===== src/rtl/dmem_arbiter.sv =====
// dmem_arbiter: round-robin arbiter sharing one dmem port between the CPU (c_*) and a debug/DMA requester (d_*).
// Ports: clock/reset; c_req/c_addr/c_wdata/c_op/c_we in, c_gnt/c_rvalid out; d_req/d_lock/d_addr/d_wdata/d_op/d_we in,
// d_gnt/d_rvalid out; rdata (mirrors m_dataout); m_addr/m_datain/m_op/m_we to dmem, m_dataout from dmem; c_wait_cnt stall counter.
module dmem_arbiter #(
   parameter int MAX_BURST = 8
) (
   input  logic        clock,
   input  logic        reset,
   input  logic        c_req,
   input  logic [31:0] c_addr,
   input  logic [31:0] c_wdata,
   input  logic [2:0]  c_op,
   input  logic        c_we,
   output logic        c_gnt,
   output logic        c_rvalid,
   input  logic        d_req,
   input  logic        d_lock,
   input  logic [31:0] d_addr,
   input  logic [31:0] d_wdata,
   input  logic [2:0]  d_op,
   input  logic        d_we,
   output logic        d_gnt,
   output logic        d_rvalid,
   output logic [31:0] rdata,
   output logic [31:0] m_addr,
   output logic [31:0] m_datain,
   output logic [2:0]  m_op,
   output logic        m_we,
   input  logic [31:0] m_dataout,
   output logic [15:0] c_wait_cnt
);
   localparam logic [7:0] MAXB = 8'(MAX_BURST);
   logic       last_owner, d_prev, rd_valid, rd_owner, d_win, hold;
   logic [7:0] burst_cnt;
   always_comb begin
      hold     = d_lock && d_prev && (burst_cnt < MAXB);
      d_win    = d_req && (!c_req || hold || !last_owner);
      d_gnt    = !reset && d_win;
      c_gnt    = !reset && c_req && !d_win;
      m_addr   = d_gnt ? d_addr  : c_gnt ? c_addr  : '0;
      m_datain = d_gnt ? d_wdata : c_gnt ? c_wdata : '0;
      m_op     = d_gnt ? d_op    : c_gnt ? c_op    : '0;
      m_we     = d_gnt ? d_we    : c_gnt ? c_we    : 1'b0;
      // reset gates the response so a read granted just before reset never completes
      c_rvalid = !reset && rd_valid && !rd_owner;
      d_rvalid = !reset && rd_valid && rd_owner;
      rdata    = m_dataout;
   end
   always_ff @(posedge clock) begin
      if (reset) begin
         last_owner <= 1'b1;
         d_prev     <= 1'b0;
         burst_cnt  <= '0;
         rd_valid   <= 1'b0;
         rd_owner   <= 1'b0;
         c_wait_cnt <= '0;
      end else begin
         if (c_gnt || d_gnt) last_owner <= d_gnt;
         d_prev     <= d_gnt;
         burst_cnt  <= (d_gnt && d_lock) ? ((burst_cnt >= MAXB) ? MAXB : burst_cnt + 8'd1) : '0;
         rd_valid   <= (c_gnt || d_gnt) && !m_we;
         rd_owner   <= d_gnt;
         if (c_req && !c_gnt && c_wait_cnt != 16'hFFFF) c_wait_cnt <= c_wait_cnt + 16'd1;
      end
   end
endmodule

===== config.mk =====
export PLATFORM = sky130hd
export DESIGN_NAME = dmem_arbiter
export DESIGN_NICKNAME = d
export VERILOG_FILES = /design/src/rtl/dmem_arbiter.sv
export SDC_FILE = /design/constraint.sdc
export NUM_CORES = 1
export LEC_CHECK = 0
export ABC_CLOCK_PERIOD_IN_PS = 4200
export BUFFER_PORTS_ARGS = -buffer_cell sky130_fd_sc_hd__buf_2
export CORE_AREA = 10 10 107 109
export CTS_CLUSTER_SIZE = 30
export DETAILED_ROUTE_END_ITERATION = 8
export DIE_AREA = 0 0 117 119
export SYNTH_ARGS = -nofsm -noshare
export SYNTH_HDL_FRONTEND = slang
export SYNTH_SLANG_ARGS = --single-unit

===== constraint.sdc =====
create_clock -name clock -period 4.2 [get_ports clock]
set_clock_uncertainty 0.2 [all_clocks]
set_input_delay 1.26 -clock clock [delete_from_list [all_inputs] [get_ports clock]]
set_output_delay 1.26 -clock clock [all_outputs]
set_load 0.02 [all_outputs]

Word-level counts from Yosys, hierarchy flattened --
Index checks and enable logic that the tools add are counted.
Cells by class: order comparisons 2, reduce and logical (&&, ||, !) cells 25, eq/ne operators 1, bitwise operators 1, mux-type cells 9, $add $sub $neg 2
Operators with widths (count):
- two-way mux 32 bit | 4
- adder 16 x 1 -> 16 bit (second input constant) | 1
- != test 16 bit (second input constant) | 1
- logical AND 1 bit | 13
- adder 8 x 1 -> 8 bit (second input constant) | 1
- >= comparator 8 x 4 -> 1 bit (second input constant) | 1
- < comparator 8 x 4 -> 1 bit (second input constant) | 1
- zero test 1 bit | 7
- two-way mux 3 bit | 2
- two-way mux 4 bit | 1
- logical OR 1 bit | 3
- OR reduction 3 bit | 1
- two-way mux 1 bit | 2
- OR reduction 2 bit | 1
- NOT 1 bit | 1
Storage, ports and cells: register bits after elaboration 27, logic and storage cells 46, output and inout port bits 120, bits of input ports 173

Logic depth before layout (Yosys ltp) --
Gate-level depths: netlist (run 1).
word-level depth 11, depth in mapped cells 8, depth with buffers taken out 6

Worst setup path after synthesis (run 1) --
No wires, ideal clock.
path kind input port to output port, from in d_lock, to out m_datain[14], stages 8, data arrival time 2.767 ns, slack -0.027 ns, cell sequence nand4bb_1 o21ai_0 a21oi_1 and2_1 clkbuf_1 clkbuf_1 buf_1 a22o_1
Between the ends: cells in the longest elaborated chain, start to end 9, elaborated cells on any way between the ends 10, those cells by class 2 x mux; 8 x reduce/logical
Ends and longest elaborated chain:
- start: declaration | line 17 | input logic d_lock,
- logical AND 1 bit (*) (2 in series) | line 36 | hold = d_lock && d_prev && (burst_cnt < MAXB);
- logical OR 1 bit (*) (2 in series) | line 37 | d_win = d_req && (!c_req || hold || !last_owner);
- logical AND 1 bit (*) | line 37
- zero test 1 bit | line 39 | c_gnt = !reset && c_req && !d_win;
- logical AND 1 bit | line 39
- two-way mux 32 bit | line 41 | m_datain = d_gnt ? d_wdata : c_gnt ? c_wdata : '0;
- two-way mux 32 bit (*) | line 41
- end: declaration | line 26 | output logic [31:0] m_datain,
Every way passes the cells marked *; elsewhere a longest branch is shown, timed or not.

Worst setup path after layout (run 1) --
from in d_lock, to out m_datain[30]
The elaborated chain is that of the path after synthesis.

==> results of run 1 <==
==> power breakdown <==
group	switching (mW)	internal (mW)
logic	0.156	0.125
registers	0.00432	0.262
clock network	0.0836	0.0673
==> registers in the layout, indices dropped and copies added (netlist names) <==
register and count:
rd_owner 1, burst_cnt 8, rd_valid 1, last_owner 1, c_wait_cnt 16
==> routing by layer <==
metal,vias to the layer above,part of all wire (%),track usage (%)
met5,-,0,0
met4,0,0.85,2.937
met3,6,13,8.032
met2,154,48,22.76
met1,1272,38,14.72
li1,1344,-,-
==> cell usage after synthesis (all sizes together) (2+ instances only) <==
master  instances
ha              3
nor2            7
nand2           7
and3            6
dfxtp          27
a22o           67
inv             6
nor3b           2
buf            34
or4             6
nand3           7
clkbuf         19
and4            2
nand2b          3
o21ai          11
nor3            2
nand4           6
o31ai           5
xnor2           2
nor2b           2
or3            11
a21oi          15
==> cell families after synthesis <==
logic type      after synthesis
compound gates              102
xor+xnor                      2
fa+ha+maj                     3
buf+inv                      59
flops                        27
mux                           2
other cells                   1
simple gates                 65
==> through the flow <==
step	setup slack [ns]	hold WS (ns)	util (%)
final	0.09702	0.2795	34.27
after global routing	-0.009499	0.3191	34.27
after CTS	0.06607	0.2843	33.97
after detailed placement	0.06807	0.2595	33.45
after global placement	0.1011	0.2465	33.45
after floorplan	0.04752	0.2297	-
==> path summary, 6_finish.rpt <==
kind / slack (ns) / cells after the start / start / to
worst max-delay path: 0.1 / 7 / d_lock / m_datain[30]
worst min-delay path: 0.28 / 1 / burst_cnt[0]$_SDFF_PP0_ / burst_cnt[0]$_SDFF_PP0_
worst max register to register: 1.91 / 5 / burst_cnt[5]$_SDFF_PP0_ / c_wait_cnt[15]$_SDFFE_PP0P_
worst min register to register: 0.28 / 1 / burst_cnt[0]$_SDFF_PP0_ / burst_cnt[0]$_SDFF_PP0_
==> final cells by class <==
class,count,share of cell area [%]
Multi-Input combinational cell,178,39.29
Timing Repair Buffer,232,37.44
Sequential cell,27,16.67
Tap cell,114,4.400
Clock buffer,3,1.274
Inverter,6,0.6947
Clock inverter,1,0.2316
==> impl_metrics.toml, run 1 <==
[run_status]
run_status = "finished clean"

[timing]
setup_violations = 0
setup-tns-final_ns = 0
clock.fmax_ghz = 0.2437
finalHoldViolCount = 0
min_period_ns = 4.103
finalCritPeriodShare_pct = 97.69
slew_violations = 0

[worst_setup_path]
cp.arrival_ns = 2.64
cp_common_cell = "buf_2"
cp_data_required_time_ns = 2.74
slowest_delay_ns = 0.28
critPathKind = "primary input to output pin"
cp-end-kind = "output pin"
crit_buf_inv = 3
cp_top_family = "buffers and inverters"
cp_slowest_cell = "o211ai_1"
critPathLaunchType = "primary input"
crit_fanout = 35
path_cells = "buf_2, nand4bb_1, o211ai_1, and3_4, clkbuf_16, a22o_1, buf_2"

[global_route]
grt_pass1_wl_mm = 15.55
track_usage_pct = 13.73
grt_max_degree = 71
overflow = 0
antenna_found_initial = 0
grt_pass1_vias = 2820

[yosys]
synth_top_family_by_area = "compound AO/OA/AOI/OAI gates"
synth_fa_ha_area_share_pct = 1.749
yosysTopAreaCell = "a22o_1"
synthCells = 261
synth.mux.area_fraction_pct = 0.9913
synth_edf_count = 0
synth-compound-area-share_pct = 36.68
yosys_warnings = 0
synth-xor-area-share_pct = 0.8163
syn-cell-area_sq_mm = 0.002146
synthArstFlopShare_pct = 0
synthSimpleGateAreaFrac_pct = 18.13
synth_cell_types = 37
synth_flop_cell = "dfxtp_1"
yosysSeqAreaShare_pct = 25.19
yosysTopAreaCellShare_pct = 27.35
syn_avg_cell_area_sq_um = 8.221
netlist_top_cells_area = "a22o_1 (27%), dfxtp_1 (25%), buf_4 (11%)"
synth.ff_latch_count = 27

[cts]
hold_buffers = 0
htreeDepth = 1
clock_latency_ns = 0.27
postCtsSetupBuffers = 0
clockBufferDepth = 2
cts-resized-gates = 0
cts_buffers = 3
cts_tree = "yes"
clkSinkCount = 27
cts_root_buf = "clkbuf_8"
path_clk_slew_ns = 0.10

[cells_and_area]
finalNonFillerCells = 561
nNetsFinal = 624
fin_area_sq_mm = 0.003242
multi_input_comb_area_sq_mm = 0.001274
fill_cells = 1033
final_cell_mix = "buf_2 (228), a22o_1 (67), dfxtp_1 (27)"
final_common_cell = "buf_2"
area_growth_pct = 51.08
drive_gt1_share_pct = 54.14
diodes = 0
regArea_sq_um = 540.5

[power]
p_per_area_mw_per_mm2 = 215.3
p_leak_nw = 1.720
ir_drop_mv = 0.1390
p_total_mw = 0.6979

[drt]
drc = 0
routed_wl_mm = 10.72
viasPerCell = 4.948
ant_nets = 0
routedWlPerCell_um = 19.11
first_iter_violations = 167
vias = 2776
drt_first_pass_iters = 4

[min_path]
hp-class = "flop to flop"

[placed_design]
dp.cells = 556
hpwl_mm = 8.954
gp_congestion = 0.8484
io_buffers = 228
place_area_sq_mm = 0.003164

[die]
ioPinCount = 293
die-area_sq_mm = 0.01392
die_h_um = 119
initial_core_util_pct = 22.69
rows = 36
coreArea_sq_mm = 0.009459
fp.dieW_um = 117

[flow_run]
max_cap_viol_count = 0
No activity file was read; power rests on OpenSTA's default activity.
==> inputs of run 2 (changes only) <==
ABC_AREA = 1   (was not set)
CORE_AREA = 10 10 106 108   (was 10 10 107 109)
DIE_AREA = 0 0 116 118   (was 0 0 117 119)
PLACE_DENSITY = 0.67   (was not set)
==> impl_metrics.toml, run 2 <==
[die]
initial_core_util_pct = 26.03
ioPinCount = 293
die_h_um = 118
fp.dieW_um = 116
rows = 35
coreArea_sq_mm = 0.009109
die-area_sq_mm = 0.01369

[timing]
finalCritPeriodShare_pct = 96.24
finalHoldViolCount = 0
slew_violations = 0
rsz0062_at_grt = "false"
fin_hold_ws_ns = 0.2678
post-route-worst-setup-slack_ns = 0.1579
setup_violations = 0
setup-tns-final_ns = 0
min_period_ns = 4.042
clock.fmax_ghz = 0.2474

[worst_setup_path]
crit_fanout = 58
cp_slowest_cell = "buf_12"
cp.arrival_ns = 2.58
path_cells = "buf_2, nand2_1, o21bai_2, nand2_1, nand2_2, inv_2, buf_12, a22o_1, buf_2"
timing.rr.start = "c_wait_cnt[0]$_SDFFE_PP0P_"
reg2reg_slack_ns = 2.07
cp_data_required_time_ns = 2.74
worst-r2r-cell-count = 9
reg2reg_to = "c_wait_cnt[2]$_SDFFE_PP0P_"
slowest_delay_ns = 0.27
critPathKind = "primary input to output pin"
critPathLaunchType = "primary input"
cp-end-kind = "output pin"

[cts]
postCtsSetupBuffers = 0
cts_tree = "yes"
cts-resized-gates = 0
clockBufferDepth = 2
htreeDepth = 1
path_clk_slew_ns = 0.09
clock_latency_ns = 0.28
clkSinkCount = 27
cts_buffers = 3
cts_root_buf = "clkbuf_8"
hold_buffers = 0

[yosys]
netlist_top_cells_area = "a22o_1 (25%), dfxtp_1 (23%), buf_4 (10%)"
synth-xor-area-share_pct = 2.586
synth.ff_latch_count = 27
synth.mux.area_fraction_pct = 0
synthSimpleGateAreaFrac_pct = 24.27
synth_common_cells = "a22o_1 (67), nand2_1 (55), buf_4 (33)"
synthArstFlopShare_pct = 0
yosysTopAreaCellShare_pct = 24.75
yosysTopAreaCell = "a22o_1"
syn-cell-area_sq_mm = 0.002371
synth_cell_types = 27
yosys_warnings = 0
synth_top_family_by_area = "compound AO/OA/AOI/OAI gates"
syn_avg_cell_area_sq_um = 7.503
yosysSeqAreaShare_pct = 22.80
synth_fa_ha_area_share_pct = 1.583
synthCells = 316
synth_flop_cell = "dfxtp_1"
synth_edf_count = 0
synth.most_common_cell = "a22o_1"
synth-compound-area-share_pct = 30.45

[cells_and_area]
final_cell_mix = "buf_2 (228), a22o_1 (67), nand2_1 (55)"
nNetsFinal = 681
top_regs = "c_wait_cnt x16, burst_cnt x8"
final_common_cell = "buf_2"
regMostFlops = "c_wait_cnt"
drive_gt1_share_pct = 51.79
largest_register_ffs = 16
area_growth_pct = 44.96
fill_cells = 957
regArea_sq_um = 540.5
utilization_pct = 37.73
multi_input_comb_area_sq_mm = 0.001416

[drt]
drc = 0
viasPerCell = 4.916
drt_first_pass_iters = 4
routedWlPerCell_um = 19.47
vias = 3038
first_iter_violations = 170
ant_nets = 0
routed_wl_mm = 12.03

[power]
p_per_area_mw_per_mm2 = 201.1
p_total_mw = 0.6913
ir_drop_mv = 0.1262
p_leak_nw = 1.848

[run_status]
run_status = "finished clean"

[min_path]
hp-class = "flop to flop"
hold_depth = 1
min-delay-start = "burst_cnt[0]$_SDFF_PP0_"
min_to = "burst_cnt[0]$_SDFF_PP0_"

[global_route]
antenna_found_initial = 4
grt_max_degree = 60
grt_pass1_vias = 2962
overflow = 0
track_usage_pct = 15.64
grt_pass1_wl_mm = 17.08

[placed_design]
gp_congestion = 0.9245
place_ws_ns = 0.08764
io_buffers = 228
hpwl_mm = 10.29

[flow_run]
max_cap_viol_count = 0
## run 2: changes by cell type after synthesis, sizes merged, moves of 3 or more
cell / previous run / this run
o21ai: 11 / 2
or3: 11 / 0
nand4: 6 / 19
and3: 6 / 0
nand2b: 3 / 0
nand3: 7 / 15
o31ai: 5 / 0
nand2: 7 / 59
or4: 6 / 0
clkbuf: 19 / 2
inv: 6 / 19
xor2: 0 / 5
buf: 34 / 50
nor2: 7 / 26
## run 2: metal layers
| metal | GRT usage (%) | vias up | wire length (um) |
|---|---|---|---|
| li1 | - | 1468 | - |
| met1 | 16.38 | 1376 | 4364 |
| met2 | 26.68 | 156 | 5840 |
| met3 | 6.881 | 36 | 1531 |
| met4 | 5.869 | 2 | 277 |
| met5 | 0 | - | 20 |
## run 2: report_power, final
group	leakage (nW)	internal, mW	switching [mW]
Combinational	1.60	0.119	0.157
Clock	0.0255	0.0665	0.0822
Sequential	0.220	0.262	0.00402
## run 2: cell families (layout without fill, tap and decap cells)
family | count (synthesis) | count (layout)
XOR/XNOR | 7 | 7
other | 1 | 7
buffers and inverters | 71 | 256
adder cells (fa/ha/maj) | 3 | 3
flip-flops | 27 | 27
AND/OR/NAND/NOR | 121 | 121
AO/OA/AOI/OAI | 86 | 86
## run 2: area by class of cell
class / instances / share of cell area, %
Tap cell: 111 / 4.041
Multi-Input combinational cell: 221 / 41.21
Clock buffer: 3 / 1.201
Timing Repair Buffer: 233 / 35.24
Inverter: 19 / 2.221
Clock inverter: 1 / 0.1456
Antenna cell: 3 / 0.2184
Sequential cell: 27 / 15.73
## run 2: through the flow
stage | cells | cell area (sq um)
finish | 618 | 3437
global placement | 611 | 3366
detailed placement | 611 | 3366
floorplan | 319 | 2382
CTS | 615 | 3412
global route | 618 | 3437
## run 2: worst max-delay path by stage
| stage | start | to | slack, ns | cells after the start |
|---|---|---|---|---|
| final | c_req | m_addr[13] | 0.16 | 9 |
| after global routing | c_req | m_addr[12] | 0.04 | 9 |
| after CTS | d_lock | m_addr[13] | 0.09 | 8 |
| after detailed placement | d_lock | m_addr[13] | 0.09 | 8 |
| after global placement | d_lock | m_datain[16] | 0.15 | 8 |
| after floorplan | c_req | m_datain[24] | 0.28 | 8 |
## run 2: critical path, delay by kind of cell
kind                   cells  cell delay [ns]
AND/OR/NAND/NOR            3             0.19
buffers and inverters      4             0.73
AO/OA/AOI/OAI              2             0.37
